$ cat config.mk
export PLATFORM = sky130hd
export DESIGN_NAME = complex_fu_retry_ctrl
export DESIGN_NICKNAME = d
export VERILOG_FILES = /design/src/rtl/complex_fu_retry_ctrl.sv
export SDC_FILE = /design/constraint.sdc
export NUM_CORES = 1
export LEC_CHECK = 0
export ABC_AREA = 1
export BUFFER_PORTS_ARGS = -buffer_cell sky130_fd_sc_hd__buf_2
export CORE_AREA = 2 2 127 129
export CTS_CLUSTER_SIZE = 24
export DETAILED_ROUTE_END_ITERATION = 8
export DIE_AREA = 0 0 129 131
export PLACE_DENSITY = 0.76
export SYNTH_ARGS = -nofsm -noshare
export SYNTH_HDL_FRONTEND = slang
export SYNTH_SLANG_ARGS = --single-unit
export TNS_END_PERCENT = 100
$ cat constraint.sdc
create_clock -name clk -period 1.74 [get_ports clk]
set_clock_uncertainty 0.2 [all_clocks]
set_input_delay 0.261 -clock clk [delete_from_list [all_inputs] [get_ports clk]]
set_output_delay 0.261 -clock clk [all_outputs]
set_load 0.01 [all_outputs]
$ cat src/rtl/complex_fu_retry_ctrl.sv
// complex_fu_retry_ctrl
//   Sequential wrapper around the combinational Complex_ALU. Takes one op from
//   issue (valid/ready), holds its operands on the ALU inputs, samples the ALU
//   result/flags, re-executes on a residue-check error up to MAX_RETRY times and
//   hands the result to writeback (valid/ready). One op in flight at a time.
//
//   Optional feature macro: COMPLEX_FU_ERR_STATS_EN adds err_count_o, a
//   saturating count of EXEC cycles that saw alu_error_i.
//
// Ports
//   clk, reset_n                      clock / async active-low reset
//   valid_i, ready_o                  issue handshake (ready_o high in IDLE only)
//   data1_i, data2_i, immd_i,
//   opcode_i, tag_i                   issued op
//   alu_data1_o .. alu_opcode_o       registered operands to the ALU
//   alu_result_i, alu_flags_i,
//   alu_error_i                       ALU outputs
//   valid_o, ready_i                  writeback handshake
//   result_o, flags_o, tag_o          registered result
//   err_count_o                       (COMPLEX_FU_ERR_STATS_EN only)
//
// state | meaning
// IDLE  | waiting for an issued op, ready_o=1
// EXEC  | ALU evaluating held operands; retry on error
// RESP  | result presented on valid_o until ready_i

`ifndef SIZE_DATA
`define SIZE_DATA 32
`endif
`ifndef SIZE_IMMEDIATE
`define SIZE_IMMEDIATE 16
`endif
`ifndef SIZE_OPCODE_I
`define SIZE_OPCODE_I 6
`endif
`ifndef EXECUTION_FLAGS
`define EXECUTION_FLAGS 4
`endif

module complex_fu_retry_ctrl #(
  parameter int unsigned MAX_RETRY    = 2,
  parameter int unsigned TAG_W        = 7,
  parameter int unsigned EXC_FLAG_BIT = 1
) (
  input  logic                          clk,
  input  logic                          reset_n,
  input  logic                          valid_i,
  output logic                          ready_o,
  input  logic [`SIZE_DATA-1:0]         data1_i,
  input  logic [`SIZE_DATA-1:0]         data2_i,
  input  logic [`SIZE_IMMEDIATE-1:0]    immd_i,
  input  logic [`SIZE_OPCODE_I-1:0]     opcode_i,
  input  logic [TAG_W-1:0]              tag_i,
  output logic [`SIZE_DATA-1:0]         alu_data1_o,
  output logic [`SIZE_DATA-1:0]         alu_data2_o,
  output logic [`SIZE_IMMEDIATE-1:0]    alu_immd_o,
  output logic [`SIZE_OPCODE_I-1:0]     alu_opcode_o,
  input  logic [2*`SIZE_DATA-1:0]       alu_result_i,
  input  logic [`EXECUTION_FLAGS-1:0]   alu_flags_i,
  input  logic                          alu_error_i,
  output logic                          valid_o,
  input  logic                          ready_i,
  output logic [2*`SIZE_DATA-1:0]       result_o,
  output logic [`EXECUTION_FLAGS-1:0]   flags_o,
  output logic [TAG_W-1:0]              tag_o
`ifdef COMPLEX_FU_ERR_STATS_EN
  ,
  output logic [15:0]                   err_count_o
`endif
);

  localparam int FW      = `EXECUTION_FLAGS;
  localparam int RETRY_W = 4;
  localparam logic [RETRY_W-1:0] MAX_R    = RETRY_W'(MAX_RETRY);
  localparam logic [FW-1:0]      EXC_MASK = FW'(1) << EXC_FLAG_BIT;

  typedef enum logic [1:0] {
    ST_IDLE = 2'd0,
    ST_EXEC = 2'd1,
    ST_RESP = 2'd2
  } state_t;

  state_t                        state_q;
  logic [RETRY_W-1:0]            retry_cnt_q;
  logic                          ready_q;
  logic                          valid_q;
  logic [`SIZE_DATA-1:0]         data1_q;
  logic [`SIZE_DATA-1:0]         data2_q;
  logic [`SIZE_IMMEDIATE-1:0]    immd_q;
  logic [`SIZE_OPCODE_I-1:0]     opcode_q;
  logic [TAG_W-1:0]              tag_q;
  logic [2*`SIZE_DATA-1:0]       result_q;
  logic [FW-1:0]                 flags_q;
  logic [FW-1:0]                 exc_flags_d;

  // Flags captured when the retry budget is exhausted.
  assign exc_flags_d = alu_flags_i | EXC_MASK;

  always_ff @(posedge clk or negedge reset_n) begin
    if (!reset_n) begin
      state_q     <= ST_IDLE;
      retry_cnt_q <= '0;
      ready_q     <= 1'b1;
      valid_q     <= 1'b0;
      data1_q     <= '0;
      data2_q     <= '0;
      immd_q      <= '0;
      opcode_q    <= '0;
      tag_q       <= '0;
      result_q    <= '0;
      flags_q     <= '0;
    end else begin
      case (state_q)
        ST_IDLE: begin
          if (valid_i) begin
            data1_q     <= data1_i;
            data2_q     <= data2_i;
            immd_q      <= immd_i;
            opcode_q    <= opcode_i;
            tag_q       <= tag_i;
            retry_cnt_q <= '0;
            ready_q     <= 1'b0;
            state_q     <= ST_EXEC;
          end
        end
        ST_EXEC: begin
          if (!alu_error_i) begin
            result_q <= alu_result_i;
            flags_q  <= alu_flags_i;
            valid_q  <= 1'b1;
            state_q  <= ST_RESP;
          end else if (retry_cnt_q < MAX_R) begin
            // Operands stay put; the ALU simply re-evaluates next cycle.
            retry_cnt_q <= retry_cnt_q + 1'b1;
          end else begin
            result_q <= alu_result_i;
            flags_q  <= exc_flags_d;
            valid_q  <= 1'b1;
            state_q  <= ST_RESP;
          end
        end
        ST_RESP: begin
          // Always pass through IDLE before the next accept.
          if (ready_i) begin
            valid_q <= 1'b0;
            ready_q <= 1'b1;
            state_q <= ST_IDLE;
          end
        end
        default: begin
          valid_q <= 1'b0;
          ready_q <= 1'b1;
          state_q <= ST_IDLE;
        end
      endcase
    end
  end

  assign ready_o      = ready_q;
  assign valid_o      = valid_q;
  assign alu_data1_o  = data1_q;
  assign alu_data2_o  = data2_q;
  assign alu_immd_o   = immd_q;
  assign alu_opcode_o = opcode_q;
  assign tag_o        = tag_q;
  assign result_o     = result_q;
  assign flags_o      = flags_q;

`ifdef COMPLEX_FU_ERR_STATS_EN
  logic [15:0] err_cnt_q;
  logic [15:0] err_cnt_d;

  always_comb begin
    err_cnt_d = err_cnt_q;
    if (state_q == ST_EXEC && alu_error_i && err_cnt_q != 16'hFFFF)
      err_cnt_d = err_cnt_q + 16'd1;
  end

  always_ff @(posedge clk or negedge reset_n) begin
    if (!reset_n) err_cnt_q <= '0;
    else          err_cnt_q <= err_cnt_d;
  end

  assign err_count_o = err_cnt_q;
`endif

endmodule
==> impl_results.md <==
- Outcome: complete, no violations
- Synth top area cells: dfrtp_1 63%, nand2_1 14%, inv_1 5.5%, nand3_1 5.3%, o21ai_0 4.8%
- # DRC: 0
- Avg Cell Area, Syn: 9.046 um^2
- Max_cap viols: 0
- Slew headroom: 72.25%
- IO buf count: 328
- Starting Density: 42.68%
- Total setup buffers inserted after CTS: 0
- Critical Path Sink Type: register
- CTS Root Cell: clkbuf_16
- Delay-heaviest family, CP: flip-flops
- Maximum clock rate: 0.6188 GHz
- Hold Violations, Final: 0
- Worst setup SP type: register
- Post-synth top area cell: dfrtp_1
- Via-per-instance ratio: 4.762
- Synthesized instance count: 736
- RSZ-0062 raised after global routing: false
- Critical path buffers and inverters: 2
- CP cell instances: inv_2 > nand3_4 > buf_12 > o21ai_0
- Syn nets: 903
- Die width: 129 um
- Cell Pwr Density: 1642 nW/um^2
- Pre-CTS WS: 0.1844 ns
- Leakage: 6.142 nW
- HP Class: input pin to register
- Slowest cell on the critical path: dfrtp_1
- Final GP Congestion: 0.8085
- Final worst slack: 0.1240 ns
- Die height: 131 um
- Bufs on Longest Clock Path: 2
- Routed WL per cell: 15.24 um
- Register area share after synthesis: 63.54%
- Clock slew at reported path FFs: 0.06 ns
- Arr. time, crit path: 1.72 ns
- TritonCTS Buffers: 17
- Total GRT Usage: 26.15%
- Final ANT Viol Nets: 0
- Setup TNS: 0 ns
- Fillers: 1072
- Slew Viols, Final: 0
- Clock sinks: 169
- Slew @ Worst Pin: 0.4163 ns
- DRT Pass-1 Iters: 5
- TritonCTS clock tree: built
- Grt total ovfl: 0
- Largest net degree at the start of global routing: 72
- 1st-iter DRT viols: 355
- Core area: 15600 um^2
- Post_cts resized: 0
- Critical path type: register to register
- Post-route cell area: 10910 um^2
- CTS Hold Bufs: 165
- Final Net Count: 1394
- Most common cell after layout, fill and taps aside: buf_2
- Commonest non-fill, non-tap cells in the layout: 327 x buf_2, 248 x nand2_1, 168 x dfrtp_1
- Minimum clock period: 1.616 ns
- CP max FO: 54
- Final WL: 22.21 mm
- Post-DP HPWL: 12.88 mm
- Num ports: 329
- FP Rows: 46
- Cell variety after synth: 20
- # setup viols final: 0
- Warnings, synthesis: 0
- Share of layout cells above drive strength 1: 31.05%
- Initial antenna violation count: 1
- Area growth, synth to finish: 63.80%
- Vias after detailed routing: 6938
- Flip-flop and latch count after synthesis: 169
- Max stage delay on crit path: 0.40 ns
- Placed Instance Area: 8630 um^2
- Worst Path Required: 1.85 ns
- Design Power: 17.91 mW
- First-pass GRT wire length: 34.30 mm
- Tcrit/Tclk final: 92.87%
- Number of global-route vias before repair: 7100
- Die area: 16900 um^2
- H-Tree Depth: 4
- VDD IR max: 1.241 mV
- Mapped Area: 6658 um^2
- Share of the synthesized area in the top cell type: 63.15%
- Clock latency on the worst-skew pair: 0.42 ns
-- through the flow --
step | hold slack, ns | std cells | utilization [%]
global route | 0.08407 | 1457 | 69.92
finish | 0.04575 | 1457 | 69.92
global placement | 0.001095 | 1259 | 55.33
floorplan | -0.2346 | 736 | -
CTS | 0.03042 | 1456 | 69.90
detailed placement | 0.001196 | 1259 | 55.33
-- cells in the mapped netlist, drive strengths merged --
cell type	instances
inv	100
buf	34
clkbuf	7
dfrtp	168
xnor2	1
nand4	1
nor2	6
dfstp	1
nand3	73
nand2	249
ha	1
o21ai	95
-- final timing paths --
kind	start	endpoint	slack [ns]	depth (start not counted)
worst max-delay path	state_q[0]$_DFFE_PN0P_	alu_data2_o[0]$_DFFE_PN0P_	0.12	4
min in group asynchronous	reset_n	result_o[23]$_DFFE_PN0P_	0.15	2
max in group asynchronous	reset_n	ready_o$_DFFE_PN1P_	0.64	3
worst min register to register	result_o[17]$_DFFE_PN0P_	result_o[17]$_DFFE_PN0P_	0.27	2
worst max register to register	state_q[0]$_DFFE_PN0P_	alu_data2_o[0]$_DFFE_PN0P_	0.12	4
worst min-delay path	alu_error_i	retry_cnt_q[1]$_DFFE_PN0P_	0.05	5
-- kinds of logic after synthesis --
family                     synth area share [%]
AOI/OAI and AO/OA                         7.142
xor gates and xnor gates                 0.1316
adders and majority gates                0.1879
buffers and inverters                     8.626
DFF                                       63.54
and+or+nand+nor                           20.37
-- metal layers --
layer / share of wire [%] / track usage, % / vias up
met2: 53 / 47.68 / 302
met5: 0 / 0 / -
met1: 37 / 27.64 / 3269
met3: 5.6 / 6.026 / 103
li1: - / - / 3264
met4: 4.9 / 15.66 / 0
-- power breakdown --
group	total (mW)	internal [mW]	switching, mW
logic	7.08	2.82	4.26
clock network	3.99	2.44	1.54
registers	6.85	5.80	1.04
-- worst register-to-register path: stages (launching register included) --
cell	delay [ns]
dfrtp_1	0.40
inv_2	0.13
nand3_4	0.23
buf_12	0.27
o21ai_0	0.27
-- registers in the layout, indices dropped and copies added, names as in the netlist, 2 cells and up --
register and cells:
alu_immd_o 16, flags_o 4, retry_cnt_q 4, state_q 2, alu_opcode_o 6, alu_data1_o 32
result_o 64, alu_data2_o 32, tag_o 7
-- cell type report --
type / count / area [um^2] / share of cell area (%)
Inverter: 100 / 375.4 / 3.442
Clock inverter: 11 / 171.4 / 1.572
Antenna cell: 1 / 2.502 / 0.02295
Multi-Input combinational cell: 426 / 1856 / 17.01
Timing Repair Buffer: 513 / 3550 / 32.55
Clock buffer: 21 / 450.4 / 4.130
Sequential cell: 169 / 4230 / 38.79
Tap cell: 216 / 270.3 / 2.478
No activity file was read; power rests on OpenSTA's default activity.
